===== config.mk =====
export PLATFORM = sky130hd
export DESIGN_NAME = meas_lut_ctrl
export DESIGN_NICKNAME = d
export VERILOG_FILES = /design/src/rtl/meas_lut_pkg.sv /design/src/rtl/meas_lut_cfg_mem.sv /design/src/rtl/meas_lut_ctrl.sv
export SDC_FILE = /design/constraint.sdc
export NUM_CORES = 1
export LEC_CHECK = 0
export ABC_AREA = 1
export CAP_MARGIN = 10
export CORE_ASPECT_RATIO = 1.2
export CORE_MARGIN = 2
export CORE_UTILIZATION = 50
export CTS_CLUSTER_DIAMETER = 80
export DETAILED_ROUTE_END_ITERATION = 12
export PLACE_DENSITY = 0.69
export SYNTH_ARGS = -nofsm -noshare
export SYNTH_HDL_FRONTEND = slang
export SYNTH_SLANG_ARGS = --single-unit

===== constraint.sdc =====
create_clock -name clk -period 2.7 [get_ports clk]
set_input_delay 0.27 -clock clk [delete_from_list [all_inputs] [get_ports clk]]
set_output_delay 0.27 -clock clk [all_outputs]
set_load 0.1 [all_outputs]

===== src/rtl/meas_lut_pkg.sv =====
// Shared definitions for the measurement-outcome lookup controller.
// Holds the sequencer state encoding and the default geometry used as
// parameter defaults by meas_lut_ctrl and meas_lut_cfg_mem.
package meas_lut_pkg;

  localparam int N_CORES_DEF   = 5;
  localparam int N_MEAS_DEF    = N_CORES_DEF;
  localparam int LUT_DEPTH     = 2 ** N_MEAS_DEF;
  localparam int TIMEOUT_W_DEF = 16;
  localparam int OVR_W_DEF     = 8;

  typedef enum logic [1:0] {
    ST_IDLE    = 2'd0,
    ST_COLLECT = 2'd1,
    ST_LOOKUP  = 2'd2,
    ST_PRESENT = 2'd3
  } state_e;

endpackage


===== src/rtl/meas_lut_cfg_mem.sv =====
// Outcome lookup table: 2**ADDR_W entries of DATA_W bits, one write port,
// one registered read port. rdata holds its value whenever rd_en is low,
// so it can drive the presented trigger word directly.
// Ports:
//   clk, reset_n  clock, asynchronous active-low reset (clears every entry)
//   wen/waddr/wdata  write port
//   rd_en/raddr      read request; rdata updates on the following edge
//   rdata            registered read data
module meas_lut_cfg_mem
  import meas_lut_pkg::*;
#(
  parameter int ADDR_W = N_MEAS_DEF,
  parameter int DATA_W = N_CORES_DEF
) (
  input  logic              clk,
  input  logic              reset_n,
  input  logic              wen,
  input  logic [ADDR_W-1:0] waddr,
  input  logic [DATA_W-1:0] wdata,
  input  logic              rd_en,
  input  logic [ADDR_W-1:0] raddr,
  output logic [DATA_W-1:0] rdata
);

  localparam int DEPTH = 2 ** ADDR_W;

  logic [DATA_W-1:0] mem [DEPTH];

  // NOTE: the table is small and must read back as all-zero after reset, so
  // it is built from resettable flops rather than a RAM macro without reset.
  always_ff @(posedge clk or negedge reset_n) begin
    if (!reset_n) begin
      for (int i = 0; i < DEPTH; i++) mem[i] <= '0;
      rdata <= '0;
    end else begin
      if (wen)   mem[waddr] <= wdata;
      if (rd_en) rdata      <= mem[raddr];
    end
  end

endmodule


===== src/rtl/meas_lut_ctrl.sv =====
// Measurement-outcome LUT sequencer. Collects per-channel measurement bits
// selected by a writable mask, looks the assembled address up in the
// outcome table and presents the trigger word to the cores over
// valid/ready. Configuration is only accepted while idle.
// Ports:
//   clk, reset_n                  clock, asynchronous active-low reset
//   enable                        run collection; low returns to idle
//   cfg_lut_wen/cfg_addr/cfg_data table write
//   cfg_mask_wen/cfg_mask         required-channel mask write
//   cfg_err                       sticky: config write while not idle
//   timeout_cycles                collection timeout (0 = disabled)
//   meas/meas_valid               per-channel outcome bits and strobes
//   lut_out/lut_out_valid/ready   trigger word handshake
//   busy                          sequencer not idle
//   timeout_err                   sticky: a collection timed out
//   clear_err                     clears cfg_err, timeout_err, overrun_cnt
//   overrun_cnt                   saturating dropped/duplicate strobe count
module meas_lut_ctrl
  import meas_lut_pkg::*;
#(
  parameter int N_CORES   = N_CORES_DEF,
  parameter int N_MEAS    = N_CORES,
  parameter int TIMEOUT_W = TIMEOUT_W_DEF,
  parameter int OVR_W     = OVR_W_DEF
) (
  input  logic                 clk,
  input  logic                 reset_n,
  input  logic                 enable,
  input  logic                 cfg_lut_wen,
  input  logic                 cfg_mask_wen,
  input  logic [N_MEAS-1:0]    cfg_addr,
  input  logic [N_CORES-1:0]   cfg_data,
  input  logic [N_MEAS-1:0]    cfg_mask,
  output logic                 cfg_err,
  input  logic [TIMEOUT_W-1:0] timeout_cycles,
  input  logic [N_MEAS-1:0]    meas,
  input  logic [N_MEAS-1:0]    meas_valid,
  output logic [N_CORES-1:0]   lut_out,
  output logic                 lut_out_valid,
  input  logic                 lut_out_ready,
  output logic                 busy,
  output logic                 timeout_err,
  input  logic                 clear_err,
  output logic [OVR_W-1:0]     overrun_cnt
);

  state_e               state, state_next;
  logic [N_MEAS-1:0]    mask;
  logic [N_MEAS-1:0]    coll_valid, coll_valid_next;
  logic [N_MEAS-1:0]    coll_addr, coll_addr_next;
  logic                 tmo_active, tmo_active_next;
  logic [TIMEOUT_W-1:0] tmo_cnt, tmo_cnt_next;
  logic [OVR_W-1:0]     ovr_base, ovr_next;
  logic [N_MEAS-1:0]    new_valid, first_valid;
  logic                 cfg_wr, cfg_ok, dup, complete, tmo_hit, accept;
  logic                 ovr_inc, tmo_set;

  assign cfg_wr      = cfg_lut_wen | cfg_mask_wen;
  assign cfg_ok      = (state == ST_IDLE);
  assign new_valid   = meas_valid & mask;
  assign first_valid = new_valid & ~coll_valid;
  assign dup         = |(new_valid & coll_valid);
  assign complete    = ((coll_valid | new_valid) == mask);
  assign accept      = lut_out_valid & lut_out_ready;
  // ">=" rather than "==" so lowering timeout_cycles mid-collection still fires.
  assign tmo_hit     = tmo_active && (timeout_cycles != '0) &&
                       (tmo_cnt >= timeout_cycles - TIMEOUT_W'(1));
  assign busy        = (state != ST_IDLE);

  meas_lut_cfg_mem #(
    .ADDR_W (N_MEAS),
    .DATA_W (N_CORES)
  ) u_cfg_mem (
    .clk     (clk),
    .reset_n (reset_n),
    .wen     (cfg_lut_wen & cfg_ok),
    .waddr   (cfg_addr),
    .wdata   (cfg_data),
    .rd_en   (state == ST_LOOKUP),
    .raddr   (coll_addr),
    .rdata   (lut_out)
  );

  // NOTE: state registers use non-blocking assignments so every flop samples
  // the pre-edge value of its inputs regardless of process ordering.
  always_ff @(posedge clk or negedge reset_n) begin
    if (!reset_n) state <= ST_IDLE;
    else          state <= state_next;
  end

  // NOTE: every output of a combinational block gets a default first, so no
  // path through the case leaves a signal unassigned and infers a latch.
  always_comb begin
    state_next = state;
    unique case (state)
      ST_IDLE:    if (enable && mask != '0) state_next = ST_COLLECT;
      ST_COLLECT: if (!enable)              state_next = ST_IDLE;
                  else if (complete)        state_next = ST_LOOKUP;
      // A pending word is always delivered, even if enable drops meanwhile.
      ST_LOOKUP:  state_next = ST_PRESENT;
      ST_PRESENT: if (accept) state_next = enable ? ST_COLLECT : ST_IDLE;
      default:    state_next = ST_IDLE;
    endcase
  end

  // Collection registers, timeout tracking and overrun events. A cycle with
  // any duplicate or dropped masked strobe counts as one overrun event.
  always_comb begin
    coll_valid_next = coll_valid;
    coll_addr_next  = coll_addr;
    tmo_active_next = tmo_active;
    tmo_cnt_next    = tmo_cnt;
    tmo_set         = 1'b0;
    ovr_inc         = 1'b0;
    unique case (state)
      ST_COLLECT: begin
        if (!enable) begin
          coll_valid_next = '0;
          coll_addr_next  = '0;
          tmo_active_next = 1'b0;
          tmo_cnt_next    = '0;
        end else begin
          ovr_inc = dup;
          if (complete) begin
            coll_valid_next = mask;
            coll_addr_next  = coll_addr | (meas & first_valid);
            tmo_active_next = 1'b0;
            tmo_cnt_next    = '0;
          end else if (tmo_hit) begin
            tmo_set         = 1'b1;
            coll_valid_next = '0;
            coll_addr_next  = '0;
            tmo_active_next = 1'b0;
            tmo_cnt_next    = '0;
          end else begin
            coll_valid_next = coll_valid | first_valid;
            coll_addr_next  = coll_addr | (meas & first_valid);
            if (tmo_active) begin
              if (tmo_cnt != '1) tmo_cnt_next = tmo_cnt + TIMEOUT_W'(1);
            end else if (new_valid != '0) begin
              tmo_active_next = 1'b1;
              tmo_cnt_next    = '0;
            end
          end
        end
      end
      ST_LOOKUP: ovr_inc = (new_valid != '0);
      ST_PRESENT: begin
        ovr_inc = (new_valid != '0);
        if (accept) begin
          coll_valid_next = '0;
          coll_addr_next  = '0;
        end
      end
      default: begin
        coll_valid_next = '0;
        coll_addr_next  = '0;
        tmo_active_next = 1'b0;
        tmo_cnt_next    = '0;
      end
    endcase
  end

  // A new overrun event in the clearing cycle leaves a count of one.
  always_comb begin
    ovr_base = clear_err ? '0 : overrun_cnt;
    ovr_next = ovr_base;
    if (ovr_inc && ovr_base != '1) ovr_next = ovr_base + OVR_W'(1);
  end

  always_ff @(posedge clk or negedge reset_n) begin
    if (!reset_n) begin
      mask          <= '0;
      coll_valid    <= '0;
      coll_addr     <= '0;
      tmo_active    <= 1'b0;
      tmo_cnt       <= '0;
      lut_out_valid <= 1'b0;
      cfg_err       <= 1'b0;
      timeout_err   <= 1'b0;
      overrun_cnt   <= '0;
    end else begin
      if (cfg_mask_wen && cfg_ok) mask <= cfg_mask;
      coll_valid    <= coll_valid_next;
      coll_addr     <= coll_addr_next;
      tmo_active    <= tmo_active_next;
      tmo_cnt       <= tmo_cnt_next;
      // Raised one cycle into PRESENT, once the table read has landed.
      lut_out_valid <= (state == ST_PRESENT) && !accept;
      if (cfg_wr && !cfg_ok) cfg_err <= 1'b1;
      else if (clear_err)    cfg_err <= 1'b0;
      if (tmo_set)           timeout_err <= 1'b1;
      else if (clear_err)    timeout_err <= 1'b0;
      overrun_cnt   <= ovr_next;
    end
  end

endmodule

[Word-level counts from Yosys, hierarchy flattened]
Index checks and enable logic that the tools add are counted.
Storage, ports and cells
  output and inout bits: 17
  input bits: 48
  bits in registers: 210
Cells by class
  $lt $le $gt $ge: 4
  $add $sub $neg: 3
  bitwise gates (word level): 15
  muxes and demuxes: 45
  eq/ne operators: 11
  reduce and logical (&&, ||, !) cells: 22
Operator list (number)
  $bwmux 160: 1
  $mux 16: 6
  $mux 5: 10
  $pmux 16 s2: 1
  $pmux 5 s3: 2
  $bmux 5 s5: 1
  $demux 5 s5: 1
  $and 5x5->5: 4
  $add 16x1->16 const B: 1
  $ge 16x16->1: 1
  $mux 8: 2
  $ne 16x16->1 const B: 1
  $reduce_bool 16->1: 1
  $sub 16x1->16 const B: 1
  $or 5x5->5: 3
  $mux 1: 14
  $ge 6x6->1 const B: 2
  $ne 6x6->1 const B: 2
  $not 5->6: 2
  $reduce_bool 5->1: 2
  $add 8x1->8 const B: 1
  $logic_and 1x1->1: 8
  $mux 2: 4
  $ne 8x8->1 const B: 1
  other kinds (20): 28

[Longest topological paths before layout]
  word-level depth: 8
  depth in mapped cells: 21

[By module]
A second synthesis with hierarchy kept.
Unflattened totals
  cells, all modules: 1401
  area total of the unflattened synthesis: 10918.0 um^2
By module, submodules not included
  meas_lut_cfg_mem: area each 7616.1 um^2, times used 1, cells each 938
  meas_lut_ctrl: area each 3301.9 um^2, times used 1, cells each 463

[Least setup slack after synthesis]
No wires, ideal clock.
  path kind: input-to-reg
  start: in timeout_cycles[0]
  end: reg tmo_cnt[13]
  path buffers: 1
  arrival: 2.691 ns
  cell stages on the path: 20
  setup slack: -0.055 ns
  library setup time: 0.065 ns
  data required time: 2.635 ns
  path through: nor2_1 -> nand2_1 -> nor3_1 -> nor3b_1 -> nand4_1 -> nor2_1 -> xnor2_1 -> ha_1 -> nand2_1 -> inv_1 -> nor2_1 -> o21ai_0 -> a21oi_1 -> nand2_1 -> nand2_2 -> nand4_4 -> nand2_4 -> buf_6 -> nand2_1 -> nand2_1
On the way
  cells in the longest elaborated chain, start to end: 7
  elaborated cells on any way between the ends: 12
  classes of those cells: add/sub: 1; order compare: 1; eq/ne: 2; mux: 4; reduce/logical: 4
RTL lines
  start, declared: RTL line meas_lut_ctrl.sv:35  | input logic [TIMEOUT_W-1:0] timeout_cycles,
  $sub 16x1->16 or $reduce_bool 16->1 (tied branches): RTL line meas_lut_ctrl.sv:67, meas_lut_ctrl.sv:66
  $ge 16x16->1 or $logic_and 1x1->1 (tied branches): RTL line meas_lut_ctrl.sv:67, meas_lut_ctrl.sv:66
  $logic_and 1x1->1 (*): RTL line meas_lut_ctrl.sv:66  | assign tmo_hit = tmo_active && (timeout_cycles != '0) &&
  $mux 16: RTL line meas_lut_ctrl.sv:129  | end else if (tmo_hit) begin
  $mux 16: RTL line meas_lut_ctrl.sv:124  | if (complete) begin
  $mux 16: RTL line meas_lut_ctrl.sv:117  | if (!enable) begin
  $pmux 16 s2: RTL line meas_lut_ctrl.sv:115  | unique case (state)
  end signal, assigned: RTL line meas_lut_ctrl.sv:187  | tmo_cnt <= tmo_cnt_next;
  end, declared: RTL line meas_lut_ctrl.sv:52  | logic [TIMEOUT_W-1:0] tmo_cnt, tmo_cnt_next;
Mark *: on every way between the ends. The rest lies on a longest branch, timed or not.
A chain may end at the register's enable or synchronous reset.

[Worst setup path after layout]
  start: in timeout_cycles[2]
  end: reg coll_valid[2]
On the way
  cells in the longest elaborated chain, start to end: 7
  elaborated cells on any way between the ends: 9
  classes of those cells: add/sub: 1; order compare: 1; mux: 4; reduce/logical: 3
RTL lines
  $sub 16x1->16 or $reduce_bool 16->1 (tied branches): RTL line meas_lut_ctrl.sv:67, meas_lut_ctrl.sv:66
  $ge 16x16->1 or $logic_and 1x1->1 (tied branches): RTL line meas_lut_ctrl.sv:67, meas_lut_ctrl.sv:66
  $logic_and 1x1->1 (*): RTL line meas_lut_ctrl.sv:66
  $mux 5 (*): RTL line meas_lut_ctrl.sv:129
  $mux 5 (*): RTL line meas_lut_ctrl.sv:124
  $mux 5 (*): RTL line meas_lut_ctrl.sv:117
  $pmux 5 s3 (*): RTL line meas_lut_ctrl.sv:115
  end signal, assigned: RTL line meas_lut_ctrl.sv:184  | coll_valid <= coll_valid_next;
  end, declared: RTL line meas_lut_ctrl.sv:49  | logic [N_MEAS-1:0] coll_valid, coll_valid_next;
Marked as above.

==> metrics.md <==
| Metric | Value |
|---|---|
| Status | `completed` |
| Slew headroom | `54.6%` |
| Slowest stage delay, CP | `0.28 ns` |
| Cell Rows | `58` |
| Post-synth top area share | `49.3%` |
| Post-synth EDFFs | `0` |
| CP most frequent cell | `nand2_1` |
| Design Area, Final | `12900 µm²` |
| RSZ-0062 raised after global routing | `no` |
| GP Congestion | `0.857` |
| CTS Buf Count | `23` |
| Minimum clock period | `2.43 ns` |
| Initial antenna violation count | `0` |
| Most used DFF post-synth | `dfrtp_1` |
| H-Tree Depth | `1` |
| Yosys top cell by area | `dfrtp_1` |
| Syn_nets | `1383` |
| Post-DP HPWL | `17700 µm` |
| Setup TNS | `0 ns` |
| Critical Path Start Type | `primary input` |
| Clock slew at reported path FFs | `0.06 ns` |
| Layout area overhead | `20.7%` |
| Area after DPL | `11800 µm²` |
| Core ar. | `21000 µm²` |
| WS Path Type | `in -> reg` |
| Pleak | `5.99 nW` |
| CTS tree | `yes` |
| Max-Cap Viols | `0` |
| DRT iter0 DRCs | `639` |
| Diode count | `0` |
| Initial core utilization | `50.8%` |
| #FFs+latches synth | `210` |
| Synth top area cells | `dfrtp_1 49%, o21ai_0 12%, nand2_1 11%` |
| CP arrival | `2.84 ns` |
| Crit Path Max Fanout | `5` |
| Vias | `9446` |
| Vias/cell | `5.56` |
| Gr usage total | `25.6%` |
| Most frequent cells after synthesis | `308 x nand2_1, 246 x o21ai_0, 210 x dfrtp_1` |
| Latest clock arrival within the worst-skew pair | `0.52 ns` |
| Die width | `137 µm` |
| Fin. Hold Viols | `0` |
| Area of the die | `22500 µm²` |
| Fraction of registers with async set/reset | `100%` |
| Largest net degree at the start of global routing | `83` |
| Setup violators final | `0` |
| Final #Nets | `1480` |
| ANT nets after route | `0` |
| Worst Setup End Kind | `flop` |
| Cell area after synthesis | `10700 µm²` |
| Worst endpoint required time | `3.11 ns` |
| Netlist cell types | `37` |
| Avg Cell Area, Syn | `8.10 µm²` |
| Total wire length | `27500 µm` |
| Most common cell in the netlist | `nand2_1` |
| Share of cells above drive strength 1 | `13.9%` |
| WL/cell | `16.2 µm` |
| Critical Path Slowest Stage Cell | `ha_4` |
| FMAX | `411 MHz` |
| Clock Path Buffers | `3` |
| Worst slew pin tran | `0.676 ns` |
| Clock sink count | `210` |
| Clk root buf | `clkbuf_16` |
| Die height | `164 µm` |
| First-pass detailed-route iteration total | `5` |
| First-pass GRT wire length | `45900 µm` |
| Vias in the first global route | `9235` |
| Io pins | `65` |
| Grt ovf | `0` |
| Clock Skews | `0.0143 ns` |
| Worst hold path type | `in -> async` |
| Mapped Cells | `1316` |
| Buffers on Ports | `64` |
| Maximum VDD drop | `0.000562 V` |
| Power Dens Cells | `817 nW/µm²` |
| Synth warnings | `0` |
| Residual DRC | `0` |
| Post-synthesis sequential area ratio | `49.3%` |
| Fin crit share | `90.1%` |
| Slew Limit Fails | `0` |
==> kinds of logic (layout without fill, tap and decap cells) <==
group           Yosys count  count (layout)  synth area share (%)
simple gates            580             581                  23.7
fa+ha+maj                19              19                  2.23
buf+inv                 134             247                  4.84
compound gates          347             347                  17.8
flops                   210             210                  49.3
mux                       1               1                 0.106
xor+xnor                 25              25                  2.05
==> critical path, delay by kind of cell <==
kind | cells | cell delay, ns
AOI/OAI and AO/OA | 1 | 0.06
adders and majority gates | 1 | 0.28
and+or+nand+nor | 13 | 0.89
buffers and inverters | 10 | 1.23
xor gates and xnor gates | 1 | 0.12
==> registers in the layout (all words and copies together), names as in the netlist, named ones only <==
name and count:
tmo_cnt 16, timeout_err 1, u_cfg_mem.rdata 5, coll_valid 5
tmo_active 1, overrun_cnt 8, u_cfg_mem.mem 160, mask 5
cfg_err 1, lut_out_valid 1, state 1, coll_addr 5
==> cell type report <==
type	instances	area, µm²
clock buffers	33	673
clock inverters	9	156
fillers	1894	8110
inverters	84	315
multi-input cells	973	5030
flip-flops and latches	210	5260
well taps	270	338
repair buffers	121	1090
==> cells in the final DEF (no fill, tap or decap), drive strengths merged, types with 29 or more instances in the layout <==
master,count
buf,73
clkbuf,35
clkdlybuf4s50,40
dfrtp,210
inv,83
nand2,344
nand3,54
nor2,142
o21ai,255
o22ai,29
==> metrics by stage <==
stage / total power, mW / hold slack [ns] / instances / utilization [%] / setup slack (ns)
2_1_floorplan: 6.18 / -0.0256 / 1316 / - / 0.0669
3_3_place_gp: 6.97 / 0.297 / 1649 / 56.4 / -0.658
3_5_place_dp: 7.04 / 0.296 / 1649 / 56.4 / -0.751
4_1_cts: 10.5 / 0.319 / 1699 / 60.9 / 0.00191
5_1_grt: 11.1 / 0.336 / 1700 / 61.3 / 0.0229
6_report: 10.5 / 0.307 / 1700 / 61.3 / 0.268
==> layer usage <==
| layer | global-route usage [%] | up-vias | part of all wire (%) |
|---|---|---|---|
| met2 | 44.7 | 246 | 50 |
| li1 | - | 4627 | - |
| met3 | 2.84 | 50 | 4.6 |
| met4 | 8.11 | 0 | 2.6 |
| met5 | 0 | - | 0 |
| met1 | 33.1 | 4523 | 43 |
==> worst paths after layout <==
path	start	to	slack (ns)	cells after the start
max	timeout_cycles[2]	coll_valid[2]$_DFFE_PN0P_	0.27	26
min	reset_n	u_cfg_mem.mem[99]$_DFFE_PN0P_	0.31	2
max reg2reg	tmo_cnt[0]$_DFFE_PN0P_	tmo_cnt[3]$_DFFE_PN0P_	0.65	9
min reg2reg	u_cfg_mem.mem[85]$_DFFE_PN0P_	u_cfg_mem.mem[85]$_DFFE_PN0P_	0.48	2
max in group asynchronous	reset_n	u_cfg_mem.mem[59]$_DFFE_PN0P_	1.59	3
min in group clk	cfg_mask[4]	mask[4]$_DFFE_PN0P_	0.33	3
==> where the power goes <==
part           switching (mW)  internal [mW]  leakage, nW
clock                    1.31           2.12        0.397
combinational            1.93          0.897         2.74
sequential              0.447           3.81         2.85
==> repair_timing <==
item,CTS,global route
gates cloned,1,0
buffers inserted,6,1
hold buffers,1,0
pin swaps,11,18
endpoints found under the hold margin,57,0
resized for setup,21,26
endpoints found under the setup margin,25,28
No activity file was read; power rests on OpenSTA's default activity.
